<file path="src/rtl/mvm_result_collector.sv">
// mvm_result_collector: captures the four-element y vector streamed by the
// matrix-vector multiplier after each done rise, reports its signed maximum
// and drains it through a valid/ready port with y[3] marked as last.
// Optional build macro MVM_RELU_EN clamps negative samples to zero before
// they are stored; the maximum is then taken over the clamped values.
//
// state   | meaning
// --------+---------------------------------------------------------------
// IDLE    | waiting for a rise on mvm_done
// CAPTURE | storing y[cap_cnt] from mvm_data on each of four edges
// DRAIN   | presenting y[drain_idx] on out_data until the y[3] handshake

module mvm_result_collector (
    input  logic               clk,
    input  logic               reset,
    input  logic               mvm_done,
    input  logic signed [15:0] mvm_data,
    output logic signed [15:0] out_data,
    output logic               out_valid,
    input  logic               out_ready,
    output logic               out_last,
    output logic signed [15:0] max_val,
    output logic [1:0]         max_idx,
    output logic               vec_valid,
    output logic               overrun,
    output logic               busy
);

    typedef enum logic [1:0] {
        IDLE    = 2'd0,
        CAPTURE = 2'd1,
        DRAIN   = 2'd2
    } state_t;

    state_t             state_q;
    logic               done_q;
    logic [1:0]         cap_cnt_q;
    logic [1:0]         drain_idx_q;
    logic signed [15:0] y_q [4];
    logic signed [15:0] max_val_q;
    logic [1:0]         max_idx_q;
    logic               vec_valid_q;
    logic               overrun_q;
    logic               out_valid_q;
    logic               out_last_q;
    logic signed [15:0] out_data_q;

    logic               rise;
    logic               handshake;
    logic               final_xfer;
    logic signed [15:0] stored_val;
    logic signed [15:0] cand [4];
    logic signed [15:0] max_val_d;
    logic [1:0]         max_idx_d;

    assign rise       = mvm_done & ~done_q;
    assign handshake  = out_valid_q & out_ready;
    assign final_xfer = handshake & (drain_idx_q == 2'd3);

    // Value actually written into y: optionally rectified sample.
    always_comb begin
`ifdef MVM_RELU_EN
        stored_val = mvm_data[15] ? 16'sd0 : mvm_data;
`else
        stored_val = mvm_data;
`endif
    end

    // Signed maximum over y[0..2] plus the sample being stored as y[3];
    // strict compare keeps the lowest index on ties.
    always_comb begin
        cand[0]   = y_q[0];
        cand[1]   = y_q[1];
        cand[2]   = y_q[2];
        cand[3]   = stored_val;
        max_val_d = cand[0];
        max_idx_d = 2'd0;
        for (int i = 1; i < 4; i++) begin
            if (cand[i] > max_val_d) begin
                max_val_d = cand[i];
                max_idx_d = 2'(i);
            end
        end
    end

    // Sequencer: capture, max/report, and drain with registered outputs.
    always_ff @(posedge clk) begin
        if (reset) begin
            state_q     <= IDLE;
            done_q      <= 1'b0;
            cap_cnt_q   <= 2'd0;
            drain_idx_q <= 2'd0;
            for (int i = 0; i < 4; i++) y_q[i] <= 16'sd0;
            max_val_q   <= 16'sd0;
            max_idx_q   <= 2'd0;
            vec_valid_q <= 1'b0;
            overrun_q   <= 1'b0;
            out_valid_q <= 1'b0;
            out_last_q  <= 1'b0;
            out_data_q  <= 16'sd0;
        end else begin
            done_q      <= mvm_done;
            vec_valid_q <= 1'b0;
            case (state_q)
                IDLE: begin
                    if (rise) begin
                        state_q   <= CAPTURE;
                        cap_cnt_q <= 2'd0;
                    end
                end
                CAPTURE: begin
                    y_q[cap_cnt_q] <= stored_val;
                    if (rise) overrun_q <= 1'b1;
                    if (cap_cnt_q == 2'd3) begin
                        state_q     <= DRAIN;
                        drain_idx_q <= 2'd0;
                        max_val_q   <= max_val_d;
                        max_idx_q   <= max_idx_d;
                        vec_valid_q <= 1'b1;
                        out_valid_q <= 1'b1;
                        out_last_q  <= 1'b0;
                        out_data_q  <= y_q[0];
                    end else begin
                        cap_cnt_q <= cap_cnt_q + 2'd1;
                    end
                end
                DRAIN: begin
                    if (rise && !final_xfer) overrun_q <= 1'b1;
                    if (handshake) begin
                        if (drain_idx_q == 2'd3) begin
                            out_valid_q <= 1'b0;
                            out_last_q  <= 1'b0;
                            out_data_q  <= 16'sd0;
                            if (rise) begin
                                state_q   <= CAPTURE;
                                cap_cnt_q <= 2'd0;
                            end else begin
                                state_q <= IDLE;
                            end
                        end else begin
                            drain_idx_q <= drain_idx_q + 2'd1;
                            out_data_q  <= y_q[drain_idx_q + 2'd1];
                            out_last_q  <= (drain_idx_q == 2'd2);
                        end
                    end
                end
                default: begin
                    state_q <= IDLE;
                end
            endcase
        end
    end

    assign out_data  = out_data_q;
    assign out_valid = out_valid_q;
    assign out_last  = out_last_q;
    assign max_val   = max_val_q;
    assign max_idx   = max_idx_q;
    assign vec_valid = vec_valid_q;
    assign overrun   = overrun_q;
    assign busy      = (state_q != IDLE);

endmodule

</file>
<file path="config.mk">
export PLATFORM = sky130hd
export DESIGN_NAME = mvm_result_collector
export DESIGN_NICKNAME = d
export VERILOG_FILES = /design/src/rtl/mvm_result_collector.sv
export SDC_FILE = /design/constraint.sdc
export NUM_CORES = 1
export LEC_CHECK = 0
export CAP_MARGIN = 30
export CORE_MARGIN = 2
export CORE_UTILIZATION = 58
export CTS_CLUSTER_SIZE = 40
export DETAILED_ROUTE_END_ITERATION = 10
export GPL_ROUTABILITY_DRIVEN = 0
export GPL_TIMING_DRIVEN = 0
export PLACE_DENSITY = 0.92
export SLEW_MARGIN = 20
export SYNTH_ARGS = -nofsm -noshare
export SYNTH_HDL_FRONTEND = slang
export SYNTH_SLANG_ARGS = --single-unit
export TNS_END_PERCENT = 30
</file>
<file path="constraint.sdc">
create_clock -name clk -period 7.7 [get_ports clk]
set_input_delay 1.54 -clock clk [delete_from_list [all_inputs] [get_ports clk]]
set_output_delay 1.54 -clock clk [all_outputs]
set_load 0.02 [all_outputs]
</file>
== Word level (Yosys, flattened, before mapping) ==
Memory sizes are Yosys's and may differ from the RTL's.
Index checks and enable logic that the tools add are counted.

* Muxes and demuxes: 45
* Bitwise gates (word level): 5
* $add $sub $neg: 2
* Eq/ne operators: 13
* Reductions and logical operators: 15
* Magnitude comparators: 3

{| class="wikitable"
|+ Operators with widths
! cell !! count
|-
| $mux W16 || 7
|-
| $gt A16 B16 Y1 || 3
|-
| $pmux W16 S2 || 1
|-
| $mux W2 || 14
|-
| $mux W1 || 17
|-
| $ne A2 B2 Y1 const B || 8
|-
| $reduce_and A4 Y1 || 4
|-
| $reduce_or A16 Y1 || 1
|-
| $pmux W2 S3 || 2
|-
| $eq A2 B2 Y1 const B || 4
|-
| $pmux W1 S2 || 3
|-
| $reduce_and A3 Y1 || 2
|-
| $add A2 B1 Y2 const B || 2
|-
| $pmux W2 S2 || 1
|-
| $reduce_bool A2 Y1 || 2
|-
| $and A1 B1 Y1 || 3
|-
| $reduce_bool A3 Y1 || 1
|-
| $eq A2 B1 Y1 const B || 1
|-
| $logic_not A2 Y1 || 1
|-
| $not A1 Y1 || 2
|-
| $reduce_and A2 Y1 || 1
|-
| $reduce_or A2 Y1 || 1
|-
| $logic_and A1 B1 Y1 || 1
|-
| $logic_not A1 Y1 || 1
|}

* Bits in writable memories: 64
* Register bits: 45
* Memories kept: 1

{| class="wikitable"
|+ Memories
! memory !! words !! bits a word !! read ports !! clocked after memory_dff !! write ports !! RTL line !! source
|-
| y_q || 4 || 16 || 4 || 0 || 4 || 39 || <nowiki>logic signed [15:0] y_q [4];</nowiki>
|}

== Longest topological paths before layout ==
An unclocked memory read counts as a cell.

* Depth after elaboration: 7
* Mapped depth: 32
* Mapped depth without buffers: 30

== Least setup slack after synthesis ==
Ideal clock, no wire load.

* Path kind: reg-to-reg
* From: memory y_q[1][15]
* To: register max_val_q[0] (netlist: max_val[0])
* Stages on the path, launching flop included: 32
* Path buffers: 3
* Arrival: 6304 ps
* Setup slack: 1282 ps
* Setup time: 114 ps
* Cells stage by stage: edfxtp_1 > ha_1 > nand4_2 > nor3_2 > a21bo_2 > and3_4 > nor3_1 > clkbuf_1 > clkbuf_1 > a21oi_1 > ha_1 > a21o_1 > a21o_1 > a21o_1 > a21o_1 > a21oi_1 > o21ai_0 > mux2_2 > a211oi_1 > nor2_1 > ha_1 > nor2b_1 > o21a_1 > o21a_1 > o21a_1 > o21a_1 > o21a_1 > o21ai_0 > a21oi_1 > clkbuf_1 > a32o_1 > a21o_1

{| class="wikitable"
|+ RTL lines
! what !! RTL line !! source
|-
| start, declared || 39 ||
|-
| end signal, assigned || 117 || <nowiki>max_val_q <= max_val_d;</nowiki>
|-
| end, declared || 40 || <nowiki>logic signed [15:0] max_val_q;</nowiki>
|}

==> reports/qor.yml <==
synthesis.area_mm2: 0.00646
cp_common_cell: "o21a_1"
layout_common_cells: "nor2_1 (75), edfxtp_1 (64), clkdlybuf4s50_1 (58), inv_1 (56), ha_1 (53)"
drive_gt1_frac: 0.0968
clock_latency_ns: 0.40
slew_headroom: 0.350
fin_area_mm2: 0.00748
numClockSinks: 109
wl_um: 18300
setup_viol: 0
path_buf_inv: 6
cap_violations: 0
placed_area_mm2: 0.00723
num_antenna_cells: 0
slowest_stage: "edfxtp_1"
worst-path-max-fanout: 10
tightest_slew_ns: 0.972
yosysUniqueCellTypes: 53
nNetsFinal: 791
yosysWarnings: 0
timing.fmax_ghz: 0.135
clkTransAtPathRegs_ns: 0.10
period_share: 0.963
hold_buffers: 0
cts_tree: "yes"
cts_buffer_depth: 2
slowest_delay_ns: 0.46
io_pins: 59
avgSynthCellArea_um2: 10.1
rsz0062_at_grt: "false"
overflow: 0
drv_slew: 0
dr.pass1.iters: 7
grtUsageTotal: 0.317
grt_pass1_wl_um: 28300
p_per_area_mw_per_mm2: 197
htree_levels: 3
root_buffer: "clkbuf_8"
portBuffers: 58
grt_max_degree: 17
timing.setup.tns_ns: 0
path_class: "reg2reg"
cp-start-kind: "flop"
critPathArrivalTime_ns: 7.73
grt_pass1_vias: 5558
seq_area_frac_synth: 0.437
final_hold_viol_count: 0
die_area_mm2: 0.0120
p_total_mw: 1.48
hold_class: "reg2reg"
synth_largest_area_cell: "edfxtp_1"
coreArea_mm2: 0.0108
final_common_cell: "nor2_1"
drtIter0Drc: 644
cp_data_required_time_ns: 8.02
cp_top_family: "compound AO/OA/AOI/OAI gates"
ys.flop_type: "edfxtp_1"
antenna_found_initial: 0
ir_worst_vdd_v: 0.000199
whs_ns: 0.492
synth-seq-cells: 109
drc_errors: 0
synthArstFlopShare: 0
vias_per_cell: 6.48
die_x_um: 110
synth-edff-count: 64
placementRows: 38
status: "completed"
num_vias: 5596
start_util: 0.596
fp.dieH_um: 110
synthCells: 642
syn2layout_area_growth_pct: 15.9
wl_per_cell_um: 21.2
finalWorstSetupSlack_ns: 0.285
skew_ns: 0.00696
finalCriticalPeriod_ns: 7.42
dp_slack_ns: -0.120
end_kind: "flop"
leakage_nw: 2.94
synth.area.top_cells: "edfxtp_1 (30%), dfxtp_1 (14%), ha_1 (10%)"
final_antenna_net_count: 0
dpl.hpwl_um: 13700
numCtsBuffers: 9
netlist.area_leader.share: 0.298
synth.net_count: 715
==> layout make-up <==
class / instances / area (µm²)
Buffer: 31 / 138
Clock buffer: 10 / 128
Clock inverter: 6 / 53.8
Fill cell: 810 / 3360
Inverter: 58 / 218
Multi-Input combinational cell: 444 / 3310
Sequential cell: 109 / 2820
Tap cell: 140 / 175
Timing Repair Buffer: 65 / 638
==> synthesized netlist by cell type, types with 2 or more instances <==
cell type	n
o221a_2	4
mux4_2	12
ha_1	53
or2_2	2
a41oi_1	2
a22oi_1	9
edfxtp_1	64
and4_1	3
nor2_1	75
o221ai_1	2
nor2b_1	6
a221oi_1	8
inv_1	56
nand2_1	36
clkinv_1	2
mux2i_1	12
a41o_1	3
clkbuf_1	24
a31oi_1	5
o21ai_1	9
and2_1	18
a211oi_1	4
nor3_1	14
dfxtp_1	45
o21a_1	5
nor4_1	3
buf_1	5
nand2b_1	10
nand3_1	14
or3_1	2
o21ai_0	13
a32oi_1	15
nor3b_1	16
nand4_1	7
mux2_4	7
mux2_2	9
a21oi_1	42
a21o_1	11
==> power by group <==
group	internal (mW)	switching (mW)
sequential	0.650	0.0236
clock	0.147	0.194
combinational	0.190	0.271
==> stage by stage <==
stage	cells	util
final	863	0.690
after global routing	863	0.690
after CTS	858	0.684
after global placement	840	0.665
after detailed placement	842	0.667
after floorplan	642	-
==> metal layers <==
layer	up-vias	share of wire	global-route usage
met5	-	0	0
met4	0	0.047	0.149
met3	72	0.095	0.0871
met2	352	0.48	0.521
met1	2669	0.38	0.387
li1	2503	-	-
==> worst min-delay path, stage by stage (launching register included) <==
cell and delay (ns):
dfxtp_1 0.32, nand2_1 0.06, a21oi_1 0.06
==> state kept, by name (all words and copies together), names as in the netlist <==
signal	cells
drain_idx_q	2
max_idx	2
overrun	1
out_data	16
y_q	64
out_last	1
cap_cnt_q	2
max_val	16
state_q	2
done_q	1
vec_valid	1
out_valid	1
==> logic make-up after synthesis <==
kind of cell	share of synthesized area
AND/OR/NAND/NOR	0.162
AO/OA/AOI/OAI	0.152
flip-flops	0.437
buffers and inverters	0.0537
adder cells (fa/ha/maj)	0.103
multiplexers	0.0924
==> worst paths after layout <==
kind / from / to / slack, ns / cells after the start
hold reg to reg: out_last$_SDFFE_PP0P_ / out_last$_SDFFE_PP0P_ / 0.49 / 2
hold / removal: out_last$_SDFFE_PP0P_ / out_last$_SDFFE_PP0P_ / 0.49 / 2
setup reg to reg: y_q[0][15]$_SDFFCE_PN0P_ / max_val[1]$_SDFFE_PP0P_ / 0.28 / 33
setup / recovery: y_q[0][15]$_SDFFCE_PN0P_ / max_val[1]$_SDFFE_PP0P_ / 0.28 / 33
==> timing repair <==
| action | CTS | global route |
|---|---|---|
| endpoints found under the setup margin | 16 | 18 |
| buffers inserted | 0 | 4 |
| pin swaps | 0 | 1 |
| endpoints found under the hold margin | 0 | 0 |
| resized for setup | 2 | 9 |
Note: power is estimated with default switching activity, not from simulation.
